<file path="src/rtl/cntr_updn_prog.sv">
// -----------------------------------------------------------------------------
// cntr_updn_prog
//   Runtime-programmable up/down counter for timer, pointer and credit use in
//   control paths. The active limits (min/max), step size and mode are held in
//   a config register that software rewrites at runtime. Modes:
//     0 clamp    : a step past a limit parks the count on that limit
//     1 wrap     : a step past a limit restarts at the opposite limit
//     2 one-shot : like clamp, but the FSM then enters DONE and ignores i_en
//     3 reserved : behaves as clamp
//   A synchronous load has priority over stepping and always returns the FSM
//   to RUN. Step arithmetic is done one bit wider than the count, so a large
//   step never silently wraps at 2^WIDTH.
//
// Ports
//   i_clk        clock, all state on the rising edge
//   i_arst_n     asynchronous active-low reset
//   i_en         count enable, one step per enabled cycle
//   i_updn       step direction, 1 = up, 0 = down
//   i_load       load i_load_val (clamped to the active limits)
//   i_load_val   load value
//   i_cfg_wr     write i_cfg_min/max/step/mode into the active config
//   i_cfg_min    new min limit
//   i_cfg_max    new max limit
//   i_cfg_step   new step size
//   i_cfg_mode   new mode
//   i_clr_flags  clear o_ovf, o_udf and o_cfg_err
//   o_count      current count
//   o_max        combinational: o_count == active max (0 while in reset)
//   o_min        combinational: o_count == active min (0 while in reset)
//   o_max_pipe   o_max registered on enabled cycles
//   o_min_pipe   o_min registered on enabled cycles
//   o_tc         one-cycle pulse after an enabled step hit a limit
//   o_ovf        sticky: an up step would have passed max
//   o_udf        sticky: a down step would have passed min
//   o_done       FSM is in DONE (one-shot finished)
//   o_cfg_err    sticky: a config write was rejected
// -----------------------------------------------------------------------------
module cntr_updn_prog #(
  parameter int WIDTH   = 5,
  parameter int MIN_CNT = 0,
  parameter int MAX_CNT = (1 << WIDTH) - 1,
  parameter int STEP    = 1,
  parameter int MODE    = 0
) (
  input  logic             i_clk,
  input  logic             i_arst_n,
  input  logic             i_en,
  input  logic             i_updn,
  input  logic             i_load,
  input  logic [WIDTH-1:0] i_load_val,
  input  logic             i_cfg_wr,
  input  logic [WIDTH-1:0] i_cfg_min,
  input  logic [WIDTH-1:0] i_cfg_max,
  input  logic [WIDTH-1:0] i_cfg_step,
  input  logic [1:0]       i_cfg_mode,
  input  logic             i_clr_flags,
  output logic [WIDTH-1:0] o_count,
  output logic             o_max,
  output logic             o_min,
  output logic             o_max_pipe,
  output logic             o_min_pipe,
  output logic             o_tc,
  output logic             o_ovf,
  output logic             o_udf,
  output logic             o_done,
  output logic             o_cfg_err
);

  localparam logic [WIDTH-1:0] MIN_RST  = WIDTH'(MIN_CNT);
  localparam logic [WIDTH-1:0] MAX_RST  = WIDTH'(MAX_CNT);
  localparam logic [WIDTH-1:0] STEP_RST = WIDTH'(STEP);
  localparam logic [1:0]       MODE_RST = 2'(MODE);

  localparam logic [1:0] MODE_WRAP    = 2'd1;
  localparam logic [1:0] MODE_ONESHOT = 2'd2;

  localparam logic [0:0] ST_RUN  = 1'b0;
  localparam logic [0:0] ST_DONE = 1'b1;

  // Active configuration
  logic [WIDTH-1:0] cfg_min;
  logic [WIDTH-1:0] cfg_max;
  logic [WIDTH-1:0] cfg_step;
  logic [1:0]       cfg_mode;

  // Counter state
  logic [WIDTH-1:0] count;
  logic [WIDTH-1:0] count_next;
  logic [0:0]       state;
  logic [0:0]       state_next;

  // Registered flags
  logic             tc;
  logic             ovf;
  logic             udf;
  logic             cfg_err;
  logic             max_p1;
  logic             min_p1;
  logic             vld_p1;

  // Step evaluation
  logic [WIDTH:0]   up_sum;
  logic [WIDTH:0]   dn_floor;
  logic             up_hit;
  logic             dn_hit;
  logic             step_go;
  logic             hit;
  logic             cfg_ok;
  logic             cfg_bad;

  // Saturate a load value into the active window.
  function automatic logic [WIDTH-1:0] clamp_range(
    input logic [WIDTH-1:0] v,
    input logic [WIDTH-1:0] lo,
    input logic [WIDTH-1:0] hi
  );
    if (v < lo)      return lo;
    else if (v > hi) return hi;
    else             return v;
  endfunction

  // Landing value when a step crosses a limit: wrap mode restarts at the
  // opposite limit (no remainder carried), every other mode parks on the
  // limit that was crossed.
  function automatic logic [WIDTH-1:0] limit_on_hit(
    input logic [1:0]       mode,
    input logic             up,
    input logic [WIDTH-1:0] lo,
    input logic [WIDTH-1:0] hi
  );
    if (mode == MODE_WRAP) return up ? lo : hi;
    else                   return up ? hi : lo;
  endfunction

  // Widened compares: count+step cannot overflow, and min+step cannot either,
  // so "count - step < min" is tested as "count < min + step" without
  // an unsigned borrow.
  assign up_sum   = {1'b0, count} + {1'b0, cfg_step};
  assign dn_floor = {1'b0, cfg_min} + {1'b0, cfg_step};
  assign up_hit   = up_sum > {1'b0, cfg_max};
  assign dn_hit   = {1'b0, count} < dn_floor;

  assign step_go  = i_en && !i_load && (state == ST_RUN);
  assign hit      = step_go && (i_updn ? up_hit : dn_hit);

  assign cfg_bad  = i_cfg_wr && ((i_cfg_min > i_cfg_max) || (i_cfg_step == '0));
  assign cfg_ok   = i_cfg_wr && !cfg_bad;

  always_comb begin
    count_next = count;
    if (i_load) begin
      count_next = clamp_range(i_load_val, cfg_min, cfg_max);
    end else if (step_go) begin
      if (i_updn) begin
        count_next = up_hit ? limit_on_hit(cfg_mode, 1'b1, cfg_min, cfg_max)
                            : up_sum[WIDTH-1:0];
      end else begin
        count_next = dn_hit ? limit_on_hit(cfg_mode, 1'b0, cfg_min, cfg_max)
                            : count - cfg_step;
      end
    end
  end

  // Later assignments take precedence: a load always restarts, an accepted
  // non-one-shot config releases DONE, otherwise a one-shot hit enters DONE.
  always_comb begin
    state_next = state;
    if (hit && (cfg_mode == MODE_ONESHOT)) state_next = ST_DONE;
    if (cfg_ok && (i_cfg_mode != MODE_ONESHOT)) state_next = ST_RUN;
    if (i_load) state_next = ST_RUN;
  end

  always_ff @(posedge i_clk or negedge i_arst_n) begin
    if (!i_arst_n) begin
      cfg_min  <= MIN_RST;
      cfg_max  <= MAX_RST;
      cfg_step <= STEP_RST;
      cfg_mode <= MODE_RST;
    end else if (cfg_ok) begin
      cfg_min  <= i_cfg_min;
      cfg_max  <= i_cfg_max;
      cfg_step <= i_cfg_step;
      cfg_mode <= i_cfg_mode;
    end
  end

  always_ff @(posedge i_clk or negedge i_arst_n) begin
    if (!i_arst_n) begin
      count <= MIN_RST;
      state <= ST_RUN;
    end else begin
      count <= count_next;
      state <= state_next;
    end
  end

  // Sticky flags: a set event in the same cycle as a clear wins.
  always_ff @(posedge i_clk or negedge i_arst_n) begin
    if (!i_arst_n) begin
      tc      <= 1'b0;
      ovf     <= 1'b0;
      udf     <= 1'b0;
      cfg_err <= 1'b0;
    end else begin
      tc      <= hit;
      ovf     <= (ovf & ~i_clr_flags) | (hit & i_updn);
      udf     <= (udf & ~i_clr_flags) | (hit & ~i_updn);
      cfg_err <= (cfg_err & ~i_clr_flags) | cfg_bad;
    end
  end

  // Stage p1: limit flags sampled on enabled cycles; the first enabled cycle
  // after reset only arms vld_p1, so the pipe flags stay 0 until then.
  always_ff @(posedge i_clk or negedge i_arst_n) begin
    if (!i_arst_n) begin
      max_p1 <= 1'b0;
      min_p1 <= 1'b0;
      vld_p1 <= 1'b0;
    end else if (i_en) begin
      max_p1 <= vld_p1 && (count == cfg_max);
      min_p1 <= vld_p1 && (count == cfg_min);
      vld_p1 <= 1'b1;
    end
  end

  assign o_count    = count;
  assign o_max      = i_arst_n && (count == cfg_max);
  assign o_min      = i_arst_n && (count == cfg_min);
  assign o_max_pipe = max_p1;
  assign o_min_pipe = min_p1;
  assign o_tc       = tc;
  assign o_ovf      = ovf;
  assign o_udf      = udf;
  assign o_done     = (state == ST_DONE);
  assign o_cfg_err  = cfg_err;

endmodule
</file>
<file path="config.mk">
export PLATFORM = sky130hd
export DESIGN_NAME = cntr_updn_prog
export DESIGN_NICKNAME = d
export VERILOG_FILES = /design/src/rtl/cntr_updn_prog.sv
export SDC_FILE = /design/constraint.sdc
export NUM_CORES = 1
export LEC_CHECK = 0
export ABC_AREA = 0
export CAP_MARGIN = 20
export CORE_MARGIN = 3
export CORE_UTILIZATION = 34
export DETAILED_ROUTE_END_ITERATION = 7
export SETUP_SLACK_MARGIN = 0.1
export SYNTH_ARGS = -nofsm -noshare
export SYNTH_HDL_FRONTEND = slang
export SYNTH_SLANG_ARGS = --single-unit
</file>
<file path="constraint.sdc">
create_clock -name i_clk -period 3 [get_ports i_clk]
set_input_delay 0.9 -clock i_clk [delete_from_list [all_inputs] [get_ports i_clk]]
set_output_delay 0.9 -clock i_clk [all_outputs]
set_load 0.01 [all_outputs]
</file>
# Yosys cells after proc, flatten, opt, wreduce, memory -nomap -nowiden
# Cells that the tools add are included.
[word_totals]
ff_bits = 30
input_bits = 29
output_inout_bits = 14
wordCells = 67
[op_classes]
add_sub_neg = 3
order_cmp = 5
n_eq_ne = 5
n_mux = 13
bitwise = 11
n_reduce_logical = 17
[op_table]
columns = ["cell", "count"]
rows = [
  ["$mux W5", 9],
  ["$add A5 B5 Y6", 2],
  ["$logic_and A1 B1 Y1", 11],
  ["$eq A5 B5 Y1", 2],
  ["$gt A5 B5 Y1", 2],
  ["$gt A6 B5 Y1", 1],
  ["$lt A5 B6 Y1", 1],
  ["$and A1 B1 Y1", 5],
  ["$logic_not A5 Y1", 1],
  ["$lt A5 B5 Y1", 1],
  ["$sub A5 B5 Y5", 1],
  ["$mux W1", 4],
  ["$not A1 Y1", 3],
  ["$or A1 B1 Y1", 3],
  ["$reduce_bool A3 Y1", 1],
  ["$eq A2 B1 Y1 const B", 1],
  ["$eq A2 B2 Y1 const B", 1],
  ["$logic_not A1 Y1", 2],
  ["$ne A2 B2 Y1 const B", 1],
  ["$reduce_bool A2 Y1", 1],
  ["$logic_or A1 B1 Y1", 1],
]

# Longest topological paths before layout
# Gate-level depths: netlist of run 1.
[depth]
word_depth = 8
depth_mapped = 14
depth_no_buf = 13

# Worst setup path before layout of run 1
# Ideal clock, no wire load.
[synth_timing]
kind = "register to register"
from = "reg count[0], in the netlist o_count[0]"
to = "reg count[3], in the netlist o_count[3]"
setup_ns = 0.129
arrival_time_ns = 2.983
required_ns = 2.871
slack_ns = -0.112
stages_incl_launch_ff = 12
n_path_buf = 0
synth_period_minus_slack_ns = 3.112
path_cell_list = "dfrtp_1 -> ha_1 -> fa_1 -> a21oi_1 -> o21bai_1 -> xor2_1 -> ha_1 -> a211oi_1 -> a21oi_2 -> nor2_2 -> mux2_2 -> a2111o_1"
[synth_via]
elab_chain_cells = 6
elab_cells_between_ends = 9
cone_classes = "add/sub: 2; order compare: 2; mux: 5"
[synth_lines]
columns = ["element", "line_no", "source"]
rows = [
  ["start, declared", "87", "logic [WIDTH-1:0] count;"],
  ["start signal, assigned", "192", "count <= count_next;"],
  ["$add A5 B5 Y6", "138", "assign up_sum = {1'b0, count} + {1'b0, cfg_step};"],
  ["$gt A6 B5 Y1", "140", "assign up_hit = up_sum > {1'b0, cfg_max};"],
  ["$mux W5", "155", "count_next = up_hit ? limit_on_hit(cfg_mode, 1'b1, cfg_min, cfg_max)"],
  ["$mux W5 *", "154", "if (i_updn) begin"],
  ["$mux W5 *", "153", "end else if (step_go) begin"],
  ["$mux W5 *", "151", "if (i_load) begin"],
]
# Mark *: on every way between the ends. The rest lies on a longest branch, timed or not. The select of a mux whose other input is x is not followed.
# A chain may end at the register's enable or synchronous reset.

# Worst setup path in the final report of run 1
[layout_timing]
from = "reg cfg_step[0]"
to = "reg state, in the netlist o_done"
[layout_via]
elab_chain_cells = 6
elab_cells_between_ends = 8
cone_classes = "add/sub: 2; order compare: 2; mux: 1; reduce/logical: 3"
[layout_lines]
columns = ["element", "line_no", "source"]
rows = [
  ["start, declared", "83", "logic [WIDTH-1:0] cfg_step;"],
  ["start signal, assigned", "182", "cfg_step <= i_cfg_step;"],
  ["$add A5 B5 Y6 (on tied branches)", "139, 138", ""],
  ["$lt A5 B6 Y1 / $gt A6 B5 Y1 (equally long branches)", "141, 140", ""],
  ["$mux W1 *", "144", "assign hit = step_go && (i_updn ? up_hit : dn_hit);"],
  ["$logic_and A1 B1 Y1 *", "144", ""],
  ["$logic_and A1 B1 Y1 *", "168", "if (hit && (cfg_mode == MODE_ONESHOT)) state_next = ST_DONE;"],
  ["$reduce_bool A3 Y1 (no source line) *", "-", ""],
  ["end signal, assigned", "193", "state <= state_next;"],
  ["end, declared", "89", "logic [0:0] state;"],
]
# Mark *: on every way between the ends. The rest lies on a longest branch, timed or not.

==> results_dict.tcl, run 1 <==
set metrics [dict create \
    synth_compound_area_share_pct 19.0 \
    postRouteAntennaNets 0 \
    fp.coreArea_um2 7810 \
    yosysTopAreaCell "dfrtp_1" \
    arrival_ps 3210 \
    timing_worst_slew_pin_value_ps 995 \
    finalPower_w 0.00381 \
    seq_area_frac_synth_pct 27.5 \
    drt-wirelength-per-cell_um 16.7 \
    grt_pass1_wl_um 12800 \
    utilization_pct 50.1 \
    period_share_pct 101 \
    synth_top_family_by_area "compound AO/OA/AOI/OAI gates" \
    final_cell_mix "buf_4, clkdlybuf4s50_1, ha_1" \
    rsz0062_at_grt "yes" \
    cts_tree "yes" \
    yosysUniqueCellTypes 49 \
    timing.slew.headroom_pct 33.5 \
    cap_violations 0 \
    grt_max_degree 26 \
    drv_slew 0 \
    avgSynthCellArea_um2 9.80 \
    finalHoldViolCount 0 \
    synth.area.top_cells "dfrtp_1, ha_1, mux2_2, dfstp_2, mux2i_1" \
    grt.overflow.total 0 \
    clock_tree.root_cell "clkbuf_8" \
    clk_path_buf_depth 2 \
    drc 0 \
    vias 2458 \
    ir_worst_vdd_mv 0.585 \
    cp-end-kind "flip-flop" \
    boundaryPins 43 \
    clock_sinks 30 \
    dp.cells 456 \
    p_per_area_nw_per_um2 975 \
    power_leakage_nw 1.80 \
    grt_pass1_vias 2482 \
    synth_area_um2 2750 \
    fin_tns_setup_ps -42.5 \
    fp.dieW_um 96.0 \
    fmaxAchievable_mhz 331 \
    hold_buffers 0 \
    synthArstFlopShare_pct 100 \
    p_comb_share_pct 73.4 \
    synthAdderAreaFrac_pct 19.0 \
    synth_flop_cell "dfrtp_1" \
    pwr-share-clk_pct 9.1 \
    synth-xor-area-share_pct 6.05 \
    dr.pass1.iters 4 \
    avgViaCountPerCell 5.15 \
    clk_latency_ps 280 \
    synth_edf_count 0 \
    rows 32 \
    nNetsFinal 443 \
    min_period_ps 3020 \
    yosys.area_share.simple_pct 12.1 \
    portBuffers 42 \
    switching_share_pct 42.0 \
    dpl-instance-area_um2 3590 \
    fin_area_um2 3910 \
    synth_top_cell_area_share_pct 21.8 \
    layout_setup_ws_ps -23.7 \
    drive_gt1_share_pct 30.4 \
    num_antenna_cells 0 \
    fin_skew_ps 5.57 \
    synth_cells 281 \
    status "finished with violations" \
    crit_type "flip-flop to flip-flop" \
    p_int_w 0.00221 \
    p_switching_w 0.00160 \
    die_h_um 96.0 \
    fill_cells 742 \
    synthMuxAreaShare_pct 11.4 \
    cts-buffers-inserted 5 \
    fin_cells 477 \
    ys_ff_latch 30 \
    hold_path_class "flip-flop to flip-flop" \
    final_common_cell "buf_4" \
    start_util_pct 35.3 \
    place_hpwl_um 6460 \
    seqPwrFrac_pct 17.6 \
    die-area_um2 9210 \
    drtIter0Drc 174 \
    htreeDepth 2 \
    syn2layout_area_growth_pct 42.2 \
    clk_pin_slew_worst_paths_ps 70 \
    critPathLaunchType "flip-flop" \
    violations "setup timing" \
    grt_use_total_pct 18.4 \
    yosys_warnings 0 \
    setup_viol 2 \
    place.gp.congestion 0.941 \
    antenna_found_initial 0 \
    wl_um 7980 \
    required_ps 3190 \
    syn_nets 350 \
    critPathMaxFanout 3 \
]
power by group through the flow:
stage | Combinational [W] | Sequential [W] | Clock, W
after CTS | 0.00269 | 0.000670 | 0.000351
after detailed placement | 0.00235 | 0.000671 | 0
after global placement | 0.00233 | 0.000670 | 0
after global routing | 0.00308 | 0.000685 | 0.000375
after floorplan | 0.00149 | 0.000701 | 0
final | 0.00280 | 0.000669 | 0.000346
synth_stat cells (all sizes together), types with 2 or more instances:
| master | instances |
|---|---|
| o2111ai | 4 |
| a221oi | 2 |
| inv | 29 |
| buf | 3 |
| o22ai | 4 |
| nor2 | 12 |
| o21ai | 6 |
| fa | 3 |
| nand2b | 4 |
| dfstp | 6 |
| xnor2 | 8 |
| a2111o | 3 |
| clkbuf | 2 |
| o21a | 5 |
| a211oi | 14 |
| a211o | 3 |
| ha | 37 |
| nor3 | 4 |
| o221ai | 2 |
| nor2b | 10 |
| mux2 | 18 |
| and3 | 2 |
| a21oi | 9 |
| mux2i | 11 |
| a41o | 2 |
| and2 | 4 |
| nand3 | 2 |
| nand2 | 13 |
| and4 | 2 |
| dfrtp | 24 |
| a21o | 7 |
| o21bai | 3 |
| nand3b | 2 |
| xor2 | 11 |
flip-flops by register name, indices dropped and copies added, names as in the netlist, 2 cells and up:
signal	flops
cfg_max	5
cfg_min	5
cfg_step	5
o_count	5
cfg_mode	2
metrics by stage:
stage,hold WS (ps),setup slack [ps]
after floorplan,428,104
after global placement,441,-213
after detailed placement,445,-255
after CTS,463,14.0
after global routing,492,-152
final,461,-23.7
path summary, 6_finish.rpt:
check	from	to	slack, ps	cells past startpoint
worst max-delay path	cfg_step[0]	o_done	-20	13
worst min-delay path	vld_p1	vld_p1	460	1
worst max register to register	cfg_step[0]	o_done	-20	13
worst min register to register	vld_p1	vld_p1	460	1
max in group asynchronous	i_arst_n	cfg_max[4]	1780	2
min in group asynchronous	i_arst_n	vld_p1	810	2
critical path: stages, from the launching register on:
cell      delay (ps)
dfstp_2          560
buf_6            110
ha_4             130
fa_2             190
a21oi_1           60
o21bai_1         160
xor2_1           260
ha_1             300
mux2i_1          130
a21oi_2          180
nor2_4            80
buf_6            140
a2111o_1         360
a221oi_2         260
timing repair:
action / CTS / global route
buffers inserted: 7 / 5
endpoints found under the setup margin: 22 / 23
pin swaps: 16 / 15
cloned: 0 / 1
gates resized for setup: 22 / 12
hold endpoints to repair: 0 / 0
cell families (layout without fill, tap and decap cells):
| family | after synthesis | count (layout) |
|---|---|---|
| buf+inv | 34 | 128 |
| xor+xnor | 19 | 19 |
| flops | 30 | 30 |
| fa+ha+maj | 40 | 40 |
| compound gates | 68 | 68 |
| simple gates | 61 | 61 |
| mux | 29 | 29 |
cell type report:
type | count | area [µm²] | area share (%)
clock buffers | 6 | 82.6 | 2.11
well taps | 102 | 128 | 3.26
clock inverters | 2 | 12.5 | 0.320
flip-flops and latches | 30 | 762 | 19.5
inverters | 29 | 109 | 2.78
multi-input cells | 217 | 2010 | 51.4
repair buffers | 91 | 810 | 20.7
metal layers:
layer  up-vias  track usage [%]  part of all wire, %
met1      1177             25.1                   46
met2        60             30.8                   48
met4         0             4.38                  1.1
met5         -                0                    0
li1       1215                -                    -
met3         6             2.42                  5.2
(Power assumes the default switching activity.)
==> inputs of run 2 (changes only) <==
--- a/config.mk
+++ b/config.mk
@@ -7,9 +7,10 @@
 export LEC_CHECK = 0
 export ABC_AREA = 0
 export CAP_MARGIN = 20
-export CORE_MARGIN = 3
+export CORE_MARGIN = 4
 export CORE_UTILIZATION = 34
 export DETAILED_ROUTE_END_ITERATION = 7
+export HOLD_SLACK_MARGIN = 0.1
 export SETUP_SLACK_MARGIN = 0.1
 export SYNTH_ARGS = -nofsm -noshare
 export SYNTH_HDL_FRONTEND = slang
==> run 2 against run 1 <==
  * The flow still finishes with violations (setup timing)
  * Final area rose by 0.54%
  * Non-clock buffer count fell by 4
  * Sequential share of layout area barely moved
  * Worst setup slack improved by 2.0 ps
  * Largest power group unchanged
==> results_dict.tcl, run 2 (same netlist as run 1, synthesis figures left out) <==
set metrics [dict create \
    status "finished with violations" \
    violations "setup timing" \
    antenna_found_initial 0 \
    hold_depth 1 \
    start_util_pct 35.3 \
    fin_cells 473 \
    p_per_area_nw_per_um2 1010 \
    fp.coreArea_um2 7810 \
    path_cells "buf_6 > ha_4 > fa_2 > a21oi_2 > o21bai_1 > xor2_1 > ha_1 > mux2i_1 > a21oi_2 > nor2_4 > mux2_4 > a2111o_1" \
    drive_gt1_share_pct 31.3 \
    whs_endpoint "vld_p1" \
    min_period_ps 3020 \
    period_share_pct 101 \
    grt_use_total_pct 16.8 \
    fmaxAchievable_mhz 331 \
    clock_sinks 30 \
    crit_type "flip-flop to flip-flop" \
    arrival_ps 3190 \
    r2r_end "o_count[3]" \
    drc 0 \
    clock_tree.root_cell "clkbuf_8" \
    crit_family "adder cells" \
    fin_skew_ps 6.40 \
    cp_num_buf_inv 1 \
    postRouteAntennaNets 0 \
    place_ws_ps -221 \
    clk_latency_ps 290 \
    ff_latch_area_um2 764 \
    place_hpwl_um 6390 \
    fill_cells 748 \
    timing_worst_slew_pin_value_ps 1060 \
    final_cell_mix "buf_4, clkdlybuf4s50_1, ha_1" \
    die-area_um2 9600 \
    cts-buffers-inserted 5 \
    utilization_pct 50.4 \
    timing.rr.start "cfg_step[0]" \
    hold_buffers 0 \
    min_from "vld_p1" \
    boundaryPins 43 \
    die_h_um 98.0 \
    drv_slew 0 \
    slowest_stage "dfstp_2" \
    setup_viol 2 \
    crit_top_cell "a21oi_2" \
    rsz0062_at_grt "yes" \
    critPathLaunchType "flip-flop" \
    critPathMaxFanout 4 \
    htreeDepth 2 \
    max_stage_delay_ps 390 \
    final_common_cell "buf_4" \
    nNetsFinal 439 \
    portBuffers 42 \
    grt.overflow.total 0 \
    num_antenna_cells 0 \
    fin_tns_setup_ps -38.4 \
    grt_pass1_wl_um 12700 \
    grt_pass1_vias 2451 \
    fp.dieW_um 98.0 \
    cp-end-kind "flip-flop" \
    power_leakage_nw 1.78 \
    cap_violations 0 \
    dp.cells 455 \
    reg2reg_slack_ps -20 \
    multi_input_area_um2 2020 \
    syn2layout_area_growth_pct 43.0 \
    required_ps 3170 \
    grt_max_degree 28 \
    rows 32 \
    layout_setup_ws_ps -21.7 \
    cts_tree "yes" \
    vias 2448 \
    drt-wirelength-per-cell_um 17.0 \
    finalHoldViolCount 0 \
    dr.pass1.iters 5 \
    drtIter0Drc 151 \
    avgViaCountPerCell 5.18 \
    hold_path_class "flip-flop to flip-flop" \
    reg2reg_depth 12 \
    clk_path_buf_depth 2 \
    timing.slew.headroom_pct 29.4 \
    clk_pin_slew_worst_paths_ps 70 \
    place.gp.congestion 0.924 \
    ir_worst_vdd_mv 0.477 \
    wl_um 8040 \
]
[run 2: worst max-delay path by stage]
stage                     cells after the start  slack, ps   startpoint         end
after floorplan                              11        100   o_count[0]  o_count[3]
after global placement                        3       -200     i_arst_n       o_min
after detailed placement                      3       -220     i_arst_n       o_min
after CTS                                    12        -60  cfg_step[0]  o_count[3]
after global routing                         12       -120  cfg_step[0]  o_count[3]
final                                        12        -20  cfg_step[0]  o_count[3]
[run 2: power breakdown]
part	switching [W]	total (W)	internal [W]
Combinational	0.00130	0.00276	0.00146
Clock	0.000168	0.000522	0.000354
Sequential	0.000140	0.000670	0.000530
Total	0.00161	0.00396	0.00235
[run 2: worst reg2reg max path, stage by stage, from the launching register on]
cell      delay, ps
dfstp_2         390
buf_6           120
ha_4            160
fa_2            360
a21oi_2         150
o21bai_1         90
xor2_1          250
ha_1            290
mux2i_1         190
a21oi_2          70
nor2_4          170
mux2_4          320
a2111o_1        350
[run 2: routing by layer]
| layer | part of all wire (%) | vias up | wire length [µm] | global-route usage (%) |
|---|---|---|---|---|
| met2 | 46 | 73 | 3710 | 27.3 |
| met1 | 47 | 1158 | 3750 | 23.1 |
| met4 | 2.5 | 0 | 198 | 5.32 |
| li1 | - | 1200 | - | - |
| met3 | 4.7 | 17 | 378 | 2.36 |
| met5 | 0 | - | 0 | 0 |
[run 2: area by class of cell]
class	instances	area share (%)
Multi-Input combinational cell	217	51.3
Timing Repair Buffer	87	19.6
Inverter	29	2.77
Clock buffer	6	2.10
Tap cell	102	3.24
Clock inverter	2	1.53
Sequential cell	30	19.4
[run 2: what timing repair did]
| item | CTS | global route |
|---|---|---|
| setup endpoints to repair | 7 | 22 |
| setup buffers | 4 | 5 |
| endpoints found under the hold margin | 0 | 0 |
| gates resized for setup | 17 | 22 |
| pin swaps | 16 | 16 |
| cloned | 0 | 1 |
[run 2: through the flow]
| step | hold WS (ps) | total power [W] | cell area, µm² |
|---|---|---|---|
| floorplan | 428 | 0.00219 | 2790 |
| global placement | 445 | 0.00301 | 3580 |
| detailed placement | 457 | 0.00303 | 3580 |
| CTS | 474 | 0.00377 | 3810 |
| global route | 487 | 0.00425 | 3940 |
| finish | 466 | 0.00396 | 3940 |
==> inputs of run 3 (changes only) <==
--- a/config.mk
+++ b/config.mk
@@ -5,7 +5,6 @@
 export SDC_FILE = /design/constraint.sdc
 export NUM_CORES = 1
 export LEC_CHECK = 0
-export ABC_AREA = 0
 export CAP_MARGIN = 20
 export CORE_MARGIN = 4
 export CORE_UTILIZATION = 34
==> results of run 3 <==
No change in the layout: final DEF, timing and power equal those of run 2.
